File: config.mk
export PLATFORM = sky130hd
export DESIGN_NAME = disp_serializer
export DESIGN_NICKNAME = d
export VERILOG_FILES = /design/src/rtl/disp_pkg.sv /design/src/rtl/disp_word_fifo.sv /design/src/rtl/disp_serializer.sv
export SDC_FILE = /design/constraint.sdc
export NUM_CORES = 1
export LEC_CHECK = 0
export ABC_AREA = 1
export BUFFER_PORTS_ARGS = -buffer_cell sky130_fd_sc_hd__clkbuf_2
export CAP_MARGIN = 10
export CORE_MARGIN = 1
export CORE_UTILIZATION = 62
export CTS_BUF_LIST = sky130_fd_sc_hd__clkbuf_8
export CTS_CLUSTER_DIAMETER = 200
export CTS_CLUSTER_SIZE = 8
export DETAILED_ROUTE_END_ITERATION = 8
export GPL_TIMING_DRIVEN = 0
export PLACE_DENSITY = 0.83
export SKIP_LAST_GASP = 1
export SYNTH_ARGS = -nofsm -noshare
export SYNTH_HDL_FRONTEND = slang
export SYNTH_SLANG_ARGS = --single-unit
File: constraint.sdc
create_clock -name clk -period 4.6 [get_ports clk]
set_input_delay 0.23 -clock clk [delete_from_list [all_inputs] [get_ports clk]]
set_output_delay 0.23 -clock clk [all_outputs]
set_load 0.1 [all_outputs]
File: src/rtl/disp_pkg.sv
// Shared constants for the disparity serializer: lane/word geometry, flag bit
// positions and lane indices.
package disp_pkg;

   localparam int DWIDTH_DEF = 7;
   localparam int NUM_LANES  = 3;
   localparam int LANE_W     = DWIDTH_DEF + 2;
   localparam int WORD_W     = NUM_LANES * LANE_W;
   localparam int MIS        = DWIDTH_DEF + 1;
   localparam int OCC        = DWIDTH_DEF;

   typedef enum logic [1:0] {
      LANE_45  = 2'd0,
      LANE_90  = 2'd1,
      LANE_135 = 2'd2
   } lane_e;

   function automatic int lane_w(input int dw);
      return dw + 2;
   endfunction

   function automatic int mis_bit(input int dw);
      return dw + 1;
   endfunction

   function automatic int occ_bit(input int dw);
      return dw;
   endfunction

   function automatic lane_e lane_next(input lane_e l);
      return (l == LANE_135) ? LANE_45 : lane_e'(l + 2'd1);
   endfunction

endpackage

File: src/rtl/disp_word_fifo.sv
// Two-entry word FIFO with synchronous reset; push/pop are ignored when they
// would overflow or underflow.
module disp_word_fifo #(
   parameter int WIDTH = 27
) (
   input  logic             clk_i,
   input  logic             rst_i,
   input  logic             push_i,
   input  logic             pop_i,
   input  logic [WIDTH-1:0] wdata_i,
   output logic [WIDTH-1:0] rdata_o,
   output logic             full_o,
   output logic             empty_o
);

   logic [WIDTH-1:0] mem_q [2];
   logic             wptr_q, rptr_q;
   logic [1:0]       cnt_q, cnt_d;
   logic             push_ok, pop_ok;

   assign full_o  = (cnt_q == 2'd2);
   assign empty_o = (cnt_q == 2'd0);
   assign push_ok = push_i && !full_o;
   assign pop_ok  = pop_i && !empty_o;
   assign rdata_o = mem_q[rptr_q];

   always_comb begin
      cnt_d = cnt_q;
      case ({push_ok, pop_ok})
         2'b10:   cnt_d = cnt_q + 2'd1;
         2'b01:   cnt_d = cnt_q - 2'd1;
         default: cnt_d = cnt_q;
      endcase
   end

   always_ff @(posedge clk_i) begin
      if (rst_i) begin
         for (int i = 0; i < 2; i++) mem_q[i] <= '0;
         wptr_q <= 1'b0;
         rptr_q <= 1'b0;
         cnt_q  <= 2'd0;
      end else begin
         if (push_ok) begin
            mem_q[wptr_q] <= wdata_i;
            wptr_q        <= ~wptr_q;
         end
         if (pop_ok) rptr_q <= ~rptr_q;
         cnt_q <= cnt_d;
      end
   end

endmodule

File: src/rtl/disp_serializer.sv
// Buffers 3-lane disparity words and emits them one lane per beat (45, 90, 135).
// Optional invalid-lane statistics counter enabled by macro DISP_SER_STATS_EN.
module disp_serializer
   import disp_pkg::*;
#(
   parameter int DWIDTH = DWIDTH_DEF
) (
   input  logic                  clk,
   input  logic                  rst,
   input  logic                  clken,
   input  logic [3*DWIDTH+5:0]   din_overall,
   input  logic                  din_valid,
   output logic                  din_ready,
   output logic [DWIDTH+1:0]     dout,
   output logic [1:0]            dout_lane,
   output logic                  dout_last,
   output logic                  dout_invalid,
   output logic                  dout_valid,
   input  logic                  dout_ready
`ifdef DISP_SER_STATS_EN
   ,
   input  logic                  stat_clr,
   output logic [15:0]           stat_invalid_cnt
`endif
);

   localparam int LW    = lane_w(DWIDTH);
   localparam int WW    = NUM_LANES * LW;
   localparam int MIS_B = mis_bit(DWIDTH);
   localparam int OCC_B = occ_bit(DWIDTH);

   logic [WW-1:0] head;
   logic [LW-1:0] lane_sel;
   logic          full, empty;
   logic          push, beat, pop;
   lane_e         lane_q, lane_d;

   // Handshakes depend only on FIFO state, so no input reaches din_ready.
   assign din_ready  = !full;
   assign dout_valid = !empty;
   assign push       = clken && din_valid && !full;
   assign beat       = clken && !empty && dout_ready;
   assign pop        = beat && (lane_q == LANE_135);

   disp_word_fifo #(
      .WIDTH (WW)
   ) u_fifo (
      .clk_i   (clk),
      .rst_i   (rst),
      .push_i  (push),
      .pop_i   (pop),
      .wdata_i (din_overall),
      .rdata_o (head),
      .full_o  (full),
      .empty_o (empty)
   );

   always_comb begin
      lane_d = lane_q;
      if (beat) lane_d = lane_next(lane_q);
   end

   always_ff @(posedge clk) begin
      if (rst)        lane_q <= LANE_45;
      else if (clken) lane_q <= lane_d;
   end

   always_comb begin
      lane_sel = '0;
      case (lane_q)
         LANE_45:  lane_sel = head[0 +: LW];
         LANE_90:  lane_sel = head[LW +: LW];
         LANE_135: lane_sel = head[2*LW +: LW];
         default:  lane_sel = '0;
      endcase
   end

   // Stale FIFO contents are masked so an idle output reads as zero.
   assign dout         = dout_valid ? lane_sel : '0;
   assign dout_lane    = lane_q;
   assign dout_last    = (lane_q == LANE_135);
   assign dout_invalid = dout[MIS_B] | dout[OCC_B];

`ifdef DISP_SER_STATS_EN
   logic [15:0] cnt_q, cnt_d;

   always_comb begin
      cnt_d = cnt_q;
      if (stat_clr)
         cnt_d = '0;
      else if (beat && dout_invalid && (cnt_q != 16'hFFFF))
         cnt_d = cnt_q + 16'd1;
   end

   always_ff @(posedge clk) begin
      if (rst)        cnt_q <= '0;
      else if (clken) cnt_q <= cnt_d;
   end

   assign stat_invalid_cnt = cnt_q;
`endif

endmodule

### Yosys cells after proc, flatten, opt, wreduce, memory -nomap -nowiden

Memory sizes are Yosys's and may differ from the RTL's. A register that Yosys moved wholly into a read port is not among the register bits.
Cells that the tools add are included.

* add/sub/neg operators: 3
* eq/ne operators: 5
* muxes and demuxes: 14
* bitwise gates (word level): 3
* reductions and logical operators: 14

Operator list (count)
* two-way mux 27 bit: 1
* one-hot mux 9 bit (3 select lines): 1
* OR reduction 27 bit: 1
* two-way mux 1 bit: 9
* two-way mux 9 bit: 1
* logical AND 1 bit: 7
* equality test 2 bit (second input constant): 3
* adder 2 x 1 -> 2 bit (second input constant): 2
* equality test 2 x 1 -> 1 bit (second input constant): 2
* logical NOT 2 bit: 2
* one-hot mux 2 bit (2 select lines): 1
* logical NOT 1 bit: 2
* two-way mux 2 bit: 1
* NOT 1 bit: 2
* AND reduction 2 bit: 1
* nonzero test 2 bit: 1
* subtractor 2 x 1 -> 2 bit (second input constant): 1
* OR 1 bit: 1

* bits in registers: 6
* bits in writable memories: 54
* input port bits: 32
* logic and storage cells: 44
* memories kept: 1

Memory list
* u_fifo.mem_q: words 2, bits a word 27, rd ports 1, clocked after memory_dff 1, wr ports 2, line disp_word_fifo.sv:16 `logic [WIDTH-1:0] mem_q [2];`

### Longest topological paths before layout

Gate-level depths: netlist (run 1).

* word-level depth: 9
* mapped depth: 9
* gate-level depth less buffers: 9

### Cells and area by module

A second synthesis (run 1) with hierarchy kept.

* cell total of the unflattened synthesis: 290
* area total of the unflattened synthesis: 3039.2 um^2

By module, submodules not included
* disp_word_fifo: instances 1, cells each 210, area an instance 2638.8 um^2
* disp_serializer: instances 1, cells each 80, area an instance 400.4 um^2

### Worst setup path before layout (run 1)

No wires, ideal clock.

* kind: reg-to-output
* start point: register lane_q[1] (netlist: dout_lane[1])
* end point: output port dout_invalid
* data arrival time: 2712 ps
* required time: 4370 ps
* setup slack: 1658 ps
* cell stages (with the launch flop): 8
* path buffers: 1
* path through: dfxtp_1 -> inv_1 -> nor2_1 -> buf_2 -> nand3_1 -> nand3_1 -> nand2_1 -> nand2_1

* cells in the longest elaborated chain, start to end: 4
* elaborated cells between the ends (all ways): 6
* classes of those cells: eq/ne (2); mux (2); bitwise (1); reduce/logical (1)

RTL lines
* from (decl): line disp_serializer.sv:36 `lane_e lane_q, lane_d;`
* from (signal assigned): line disp_serializer.sv:65 `else if (clken) lane_q <= lane_d;`
* equality test 2 bit
* via dout_last: line disp_serializer.sv:16 `output logic dout_last,`
* one-hot mux 9 bit (3 select lines): line disp_serializer.sv:70 `case (lane_q)`
* two-way mux 9 bit: line disp_serializer.sv:79 `assign dout = dout_valid ? lane_sel : '0;`
* OR 1 bit: line disp_serializer.sv:82 `assign dout_invalid = dout[MIS_B] | dout[OCC_B];`
* to (decl): line disp_serializer.sv:17 `output logic dout_invalid,`

The timed path passes the listed nets, and every way through them passes these cells.

==> flow_summary.ini, run 1 <==
[sta]
post-route-min-period_ps = 2440
maxSlewViolCount = 0
totalNegativeSetupSlack_ps = 0
setup_viol = 0
final-hold-violation-count = 0
clock_skew_ps = 4.57
relSlewSlack_pct = 18.9
fmax_mhz = 410
tightest_slew_ps = 1210
fin_crit_sh_pct = 53.0
rsz0062_at_grt = false

[setup_path]
reg2reg_to = u_fifo.mem_q[0][2]
worstPathRequired_ps = 4540
path_class = reg2reg
r2r_slack_ps = 2160
crit_path_max_fanout = 27
cp-start-kind = register
worstPathArrival_ps = 2380
r2r-start = u_fifo.cnt_q[0]
reg2reg_depth = 8
end_kind = register

[clock_network]
holdBufCountCts = 0
post_cts_resized = 0
htreeDepth = 3
cts_root_buf = clkbuf_8
cts.path.max_buffers = 2
cts_buffers = 9
tritoncts = done
clock-sinks = 61
clock_latency_ps = 330
post_cts_buffers = 0
clk_pin_slew_ps = 60

[yosys]
ys_seq_area_share_pct = 58.7
postSynthAreaPerCell_um2 = 8.87
synth-seq-cells = 61
syn-instance-count = 338
syn_nets = 371
synth_area_um2 = 3000
yosys.area.top_type = edfxtp_1
synthDistinctLibCells = 21
yosysWarnings = 0
synth_area_leaders = edfxtp_1, nand2_1, inv_1, nor2_1, dfxtp_1
yosys.area.top_type_share_pct = 54.1

[flow_run]
cap_viol_max_count = 0

[floorplanning]
initial_core_util_pct = 66.6
rows = 24
pin_count = 47
die_area_um2 = 5120
fp.dieW_um = 71.6
die_h_um = 71.6
core_um2 = 4500

[placed_design]
io_buffers = 46
dp_hpwl_um = 4010
placed_cells = 436
gp_congestion = 0.787

[layout]
antenna_cells = 0
fin_nets = 429
drive_gt1_share_pct = 22.3
area_delta_synth_final_pct = 15.7
stdcell_count = 452

[power]
power_density_nw_per_um2 = 343
max-vdd-ir-drop_mv = 0.246
leakage_uw = 0.00176

[drt]
routed-via-count = 2270
wire_per_inst_um = 13.3
drtPass1Iterations = 5
drc_errors = 0
drtAntennaViolNets = 0
wirelength_um = 5990
drt-initial-drc-count = 178
via_per_inst = 5.02

[global_route]
grt_max_degree = 28
antenna_found_initial = 0
grt_pass1_vias = 2052
overflow = 0
grt_usage_pct = 26.8
grt_pass1_wl_um = 9780

[worst_hold_path]
hp-class = in2reg
holdPathEnd = u_fifo.mem_q[1][15]
whs_path_depth = 3
hp-start = din_overall[15]

[outcome]
status = completed
layout by cell type, fill, tap and decap left out, types with 3 or more instances in the layout:
cell / Yosys / layout
nand2_1: 96 / 96
inv_1: 62 / 65
nor2_1: 58 / 58
edfxtp_1: 54 / 54
clkbuf_2: 0 / 46
nand3_1: 18 / 18
clkbuf_8: 0 / 9
buf_2: 8 / 8
nor2_4: 8 / 8
dfxtp_1: 7 / 7
o211ai_1: 4 / 4
or2_2: 4 / 4
o21ai_0: 4 / 4
nor2_2: 3 / 3
buf_6: 3 / 3
stage by stage:
step	util (%)	power (uW)	instance area, um2	setup slack, ps	hold WS (ps)
2_1_floorplan	-	779	3000	1660	445
3_3_place_gp	73.1	818	3290	2220	479
3_5_place_dp	73.1	822	3290	2190	489
4_1_cts	76.4	1190	3440	2170	199
5_1_grt	77.1	1230	3470	1990	212
6_report	77.1	1190	3470	2160	211
worst max-delay path by stage:
stage | to | depth (start not counted) | from | slack (ps)
2_1_floorplan | dout_invalid | 7 | dout_lane[1] | 1660
3_3_place_gp | u_fifo.mem_q[1][4] | 7 | u_fifo.cnt_q[0] | 2220
3_5_place_dp | u_fifo.mem_q[1][4] | 7 | u_fifo.cnt_q[0] | 2190
6_report | u_fifo.mem_q[0][2] | 8 | u_fifo.cnt_q[0] | 2160
4_1_cts | u_fifo.mem_q[1][0] | 7 | u_fifo.cnt_q[0] | 2170
5_1_grt | u_fifo.mem_q[0][1] | 8 | u_fifo.cnt_q[0] | 1990
sequential cells by signal (all words and copies together), names as in the netlist, named ones only:
| register | count |
|---|---|
| u_fifo.cnt_q | 2 |
| dout_lane | 2 |
| u_fifo.rptr_q | 1 |
| u_fifo.wptr_q | 1 |
| u_fifo.mem_q | 54 |
layout make-up:
type                       count  area (um2)
buffer                        12        88.8
clock buffer                   9         124
clock inverter                 6        25.0
fill                         317        1030
inverter                      63         236
multi-input combinational    202         912
sequential                    61        1760
tap                           52        65.1
timing repair buffer          47         258
power breakdown:
part / switching [uW] / internal (uW)
clock: 193 / 183
combinational: 130 / 42.2
sequential: 9.43 / 632
layer usage:
| metal | vias up | global-route usage (%) | wire (um) |
|---|---|---|---|
| li1 | 1153 | - | - |
| met1 | 1015 | 35.1 | 2530 |
| met2 | 90 | 43.3 | 2930 |
| met3 | 12 | 4.64 | 398 |
| met4 | 0 | 13.9 | 134 |
| met5 | - | 0 | 0 |
Yosys cell counts:
library cell and count:
ha_1 1, o211ai_1 4, nor2_1 58, inv_2 1
dfxtp_1 7, buf_6 3, nor2_4 8, nor2_2 3
inv_1 62, nand2_1 96, or2_2 4, a31oi_1 1
edfxtp_1 54, nand3_1 18, buf_2 8, o21ai_0 4
nand4_1 1, a21oi_1 1, nand3_4 1, nand2_2 2
buf_8 1
kinds of logic after synthesis:
logic type / Yosys count / share of synthesized area (%)
adders and majority gates: 1 / 0.417
and+or+nand+nor: 191 / 28.0
DFF: 61 / 58.7
buffers and inverters: 75 / 10.8
AOI/OAI and AO/OA: 10 / 2.04
worst max-delay path: stages, from the launching register on:
cell	delay [ps]
dfxtp_1	380
inv_2	70
nand2_2	80
nand3_4	90
nor2_2	90
nand2_1	100
buf_6	170
buf_8	160
nand2_1	900
Note: power is estimated with default switching activity, not from simulation.
==> run 2: changes to the inputs <==
Settings changed: CORE_UTILIZATION 62 to 59, PLACE_DENSITY 0.83 to 0.8.
Clock period 4.6 ns to 2.4 ns, I/O delays scaled along.
==> flow_summary.ini, run 2 (same netlist as run 1, synthesis figures left out) <==
[outcome]
status = completed

[layout]
largest_register = u_fifo.mem_q
drive_gt1_share_pct = 23.8
ff_latch_area_um2 = 1760
layout_common_cells = nand2_1, inv_1, nor2_1
fill_cells = 419
area_delta_synth_final_pct = 16.0
antenna_cells = 0
largest_reg_flops = 54
stdcell_count = 466
multi_input_comb_area_um2 = 920
layout_commonest_cell = nand2_1
fin_nets = 428

[placed_design]
placed_cells = 451
gp_congestion = 0.784
dp_hpwl_um = 3990
io_buffers = 46
post-place-ws_ps = -51.1

[drt]
drc_errors = 0
wirelength_um = 5940
drt-initial-drc-count = 187
wire_per_inst_um = 12.8
routed-via-count = 2257
via_per_inst = 4.84
drtPass1Iterations = 5
drtAntennaViolNets = 0

[global_route]
grt_max_degree = 28
overflow = 0
grt-busiest-layer = met2
use_met1_pct = 34.3
antenna_found_initial = 0
grt_pass1_wl_um = 9520
gr-usage-met3_pct = 7.41
grt_use_met2_pct = 40.4
grt_usage_pct = 25.5
grt_pass1_vias = 1967

[sta]
relSlewSlack_pct = 54.0
whs_ps = 99.4
worst_slack_ps = 245
setup_viol = 0
final-hold-violation-count = 0
clock_skew_ps = 2.43
fin_crit_sh_pct = 89.8
fmax_mhz = 464
tightest_slew_ps = 688
rsz0062_at_grt = false
maxSlewViolCount = 0
post-route-min-period_ps = 2150

[clock_network]
htreeDepth = 3
cts_buffers = 9
clock-sinks = 61
cts_root_buf = clkbuf_8
holdBufCountCts = 0
tritoncts = done
post_cts_resized = 1
clock_latency_ps = 330
cts.path.max_buffers = 2
post_cts_buffers = 0
clk_pin_slew_ps = 60

[setup_path]
worstPathRequired_ps = 2280
critical_path.top_delay_family = buffers and inverters
crit_path_max_incr_delay_ps = 450
worstPathArrival_ps = 2030
end_kind = output pin
path_class = reg2out
timing.critical_path.mode_cell = nand2_1
path_cells = buf_2 > inv_1 > buf_2 > nand2_1 > nand2_1 > nand2_1 > nand3_1 > nand2_1 > nand2_2 > clkbuf_2
cpMaxStageDelayCell = clkbuf_2
cp.buffers_inverters = 4
crit_path_max_fanout = 10
r2r-start = u_fifo.cnt_q[0]
cp-start-kind = register

[floorplanning]
pin_count = 47
rows = 25
fp.dieW_um = 73.3
die_h_um = 73.3
core_um2 = 4820
initial_core_util_pct = 62.3
die_area_um2 = 5370

[worst_hold_path]
hp-class = in2reg
hp-start = din_overall[15]

[power]
p_total_uw = 2270
leakage_uw = 0.00172
max-vdd-ir-drop_mv = 0.430
power_density_nw_per_um2 = 653

[flow_run]
cap_viol_max_count = 0
-- run 2: per-stage QoR --
step                area (um2)  setup TNS, ps  util, %
floorplan                 3010              0        -
global placement          3330           -962     69.1
detailed placement        3330          -1350     69.1
CTS                       3480              0     72.2
global route              3480              0     72.2
finish                    3480              0     72.2
-- run 2: worst paths after layout --
| check | slack, ps | end | cells past startpoint |
|---|---|---|---|
| max | 250 | dout_invalid | 10 |
| min | 100 | u_fifo.mem_q[1][15] | 3 |
| max reg2reg | 350 | u_fifo.mem_q[1][6] | 7 |
| min reg2reg | 500 | u_fifo.rptr_q | 2 |
-- run 2: worst min-delay path: cells and delay by family --
| kind | cells | cell delay [ps] |
|---|---|---|
| buffers and inverters | 2 | 110 |
| AND/OR/NAND/NOR | 1 | 80 |
-- run 2: cell type report --
cell class | count | share of cell area (%)
multi-input combinational | 202 | 26.4
inverter | 63 | 7.01
clock buffer | 9 | 3.56
tap | 67 | 2.41
clock inverter | 6 | 0.719
timing repair buffer | 46 | 6.62
buffer | 12 | 2.55
sequential | 61 | 50.7
-- run 2: power by group --
group | switching [uW] | internal (uW) | total, uW
combinational | 250 | 76.9 | 327
sequential | 17.8 | 1210 | 1230
clock | 365 | 350 | 714
total | 632 | 1640 | 2270
-- run 2: per-layer routing --
layer / part of all wire (%) / wire length, um / vias to the layer above
met5: 0 / 0 / -
met4: 1.3 / 76 / 0
met3: 6.2 / 366 / 6
met2: 49 / 2940 / 76
met1: 43 / 2560 / 1023
li1: - / - / 1152
==> run 3: changes to the inputs <==
Settings changed: RECOVER_POWER set to 25.
==> flow_summary.ini, run 3 (same netlist as run 1, synthesis figures left out) <==
[outcome]
status = completed

[placed_design]
placed_cells = 451
dp_hpwl_um = 3990
io_buffers = 46
post-place-ws_ps = -51.1
postPlaceCellArea_um2 = 3330
gp_congestion = 0.784

[layout]
area_delta_synth_final_pct = 15.4
fin_util_pct = 71.8
drive_gt1_share_pct = 22.6
layout_common_cells = nand2_1, inv_1, nor2_1
fin_nets = 428
stdcell_area_um2 = 3460
largest_register = u_fifo.mem_q
fill_cells = 424
largest_reg_flops = 54
layout_commonest_cell = nand2_1
antenna_cells = 0
stdcell_count = 466

[power]
power_density_nw_per_um2 = 657
max-vdd-ir-drop_mv = 0.433
leakage_uw = 0.00171

[sta]
relSlewSlack_pct = 22.9
post-route-min-period_ps = 2170
fin_crit_sh_pct = 90.2
worst_slack_ps = 234
tightest_slew_ps = 1160
final-hold-violation-count = 0
rsz0062_at_grt = false
setup_viol = 0
maxSlewViolCount = 0
fmax_mhz = 462
clock_skew_ps = 2.03

[worst_hold_path]
holdPathEnd = u_fifo.mem_q[1][15]
hp-class = in2reg
whs_path_depth = 3
hp-start = din_overall[15]

[setup_path]
worstPathArrival_ps = 2050
timing.critical_path.mode_cell = nand3_1
r2r_slack_ps = 240
path_cells = inv_1 > nor2_2 > nand3_1 > nand3_1 > nand2_1 > clkinvlp_4 > clkbuf_2
crit_path_max_fanout = 10
cp-start-kind = register
reg2reg_to = u_fifo.mem_q[1][22]
critPathLaunch = dout_lane[0]
worstPathRequired_ps = 2280
reg2reg_depth = 7
cpMaxStageDelayCell = clkbuf_2
path_class = reg2out
end_kind = output pin
crit_path_max_incr_delay_ps = 440
r2r-start = u_fifo.cnt_q[0]

[global_route]
overflow = 0
antenna_found_initial = 0
grt_usage_pct = 25.5
grt_pass1_vias = 1967
grt_pass1_wl_um = 9520
grt_max_degree = 28

[floorplanning]
die_area_um2 = 5370
initial_core_util_pct = 62.3
rows = 25
core_um2 = 4820
die_h_um = 73.3
pin_count = 47
fp.dieW_um = 73.3

[clock_network]
cts_root_buf = clkbuf_8
clock-sinks = 61
clock_latency_ps = 330
htreeDepth = 3
cts.path.max_buffers = 2
cts_buffers = 9
tritoncts = done
clk_pin_slew_ps = 60

[drt]
drt-initial-drc-count = 156
wirelength_um = 6030
drtAntennaViolNets = 0
drc_errors = 0
wire_per_inst_um = 12.9
via_per_inst = 4.83
routed-via-count = 2251
drtPass1Iterations = 4

[flow_run]
cap_viol_max_count = 0
[run 3: cell types whose count changed in the layout (fill, tap and decap cells not counted)]
cell / change
clkbuf_1: +3
clkbuf_2: -2
nand3_1: +1
nand2_2: -1
buf_2: -1
nand2_1: +1
nand3_4: -1
[run 3: critical path: cells and delay by family, from the launching register on]
family	cells	cell delay, ps
buf+inv	3	590
simple gates	4	750
flops	1	370
[run 3: through the flow]
| stage | setup TNS, ps | hold WS (ps) | total power, uW |
|---|---|---|---|
| 2_1_floorplan | 0 | 335 | 1500 |
| 6_report | 0 | 94.5 | 2270 |
| 3_5_place_dp | -1350 | 433 | 1580 |
| 4_1_cts | 0 | 84.8 | 2280 |
| 3_3_place_gp | -962 | 427 | 1570 |
| 5_1_grt | 0 | 86.6 | 2360 |
[run 3: where the power goes]
group	internal (uW)	switching (uW)	leakage [uW]
clock	350	368	0.0000901
sequential	1210	17.7	0.000619
combinational	75.3	250	0.00100
total	1640	635	0.00171
[run 3: cell type report]
type / count / area [um2] / area share, %
clock buffers: 9 / 124 / 3.58
flip-flops and latches: 61 / 1760 / 51.0
repair buffers: 46 / 228 / 6.58
inverters: 63 / 244 / 7.05
plain buffers: 12 / 87.6 / 2.53
well taps: 67 / 83.8 / 2.42
multi-input cells: 202 / 905 / 26.1
clock inverters: 6 / 25.0 / 0.723
[run 3: worst max path at each step]
| stage | endpoint |
|---|---|
| 2_1_floorplan | dout[0] |
| 3_3_place_gp | u_fifo.mem_q[1][24] |
| 3_5_place_dp | u_fifo.mem_q[1][6] |
| 4_1_cts | dout[7] |
| 5_1_grt | u_fifo.mem_q[1][6] |
| 6_report | dout[7] |
[run 3: repair_timing]
action | in CTS | in global routing
hold buffers | 0 | 0
resized for setup | 1 | 0
endpoints found under the setup margin | 27 | 0
setup buffers | 0 | 0
endpoints found under the hold margin | 0 | 0
[run 3: metal layers]
| metal | track usage [%] | wire length, um | vias to the layer above |
|---|---|---|---|
| met4 | 7.69 | 76 | 0 |
| met1 | 34.3 | 2690 | 1032 |
| met2 | 40.4 | 2970 | 61 |
| met3 | 7.41 | 295 | 7 |
| li1 | - | - | 1151 |
| met5 | 0 | 0 | - |
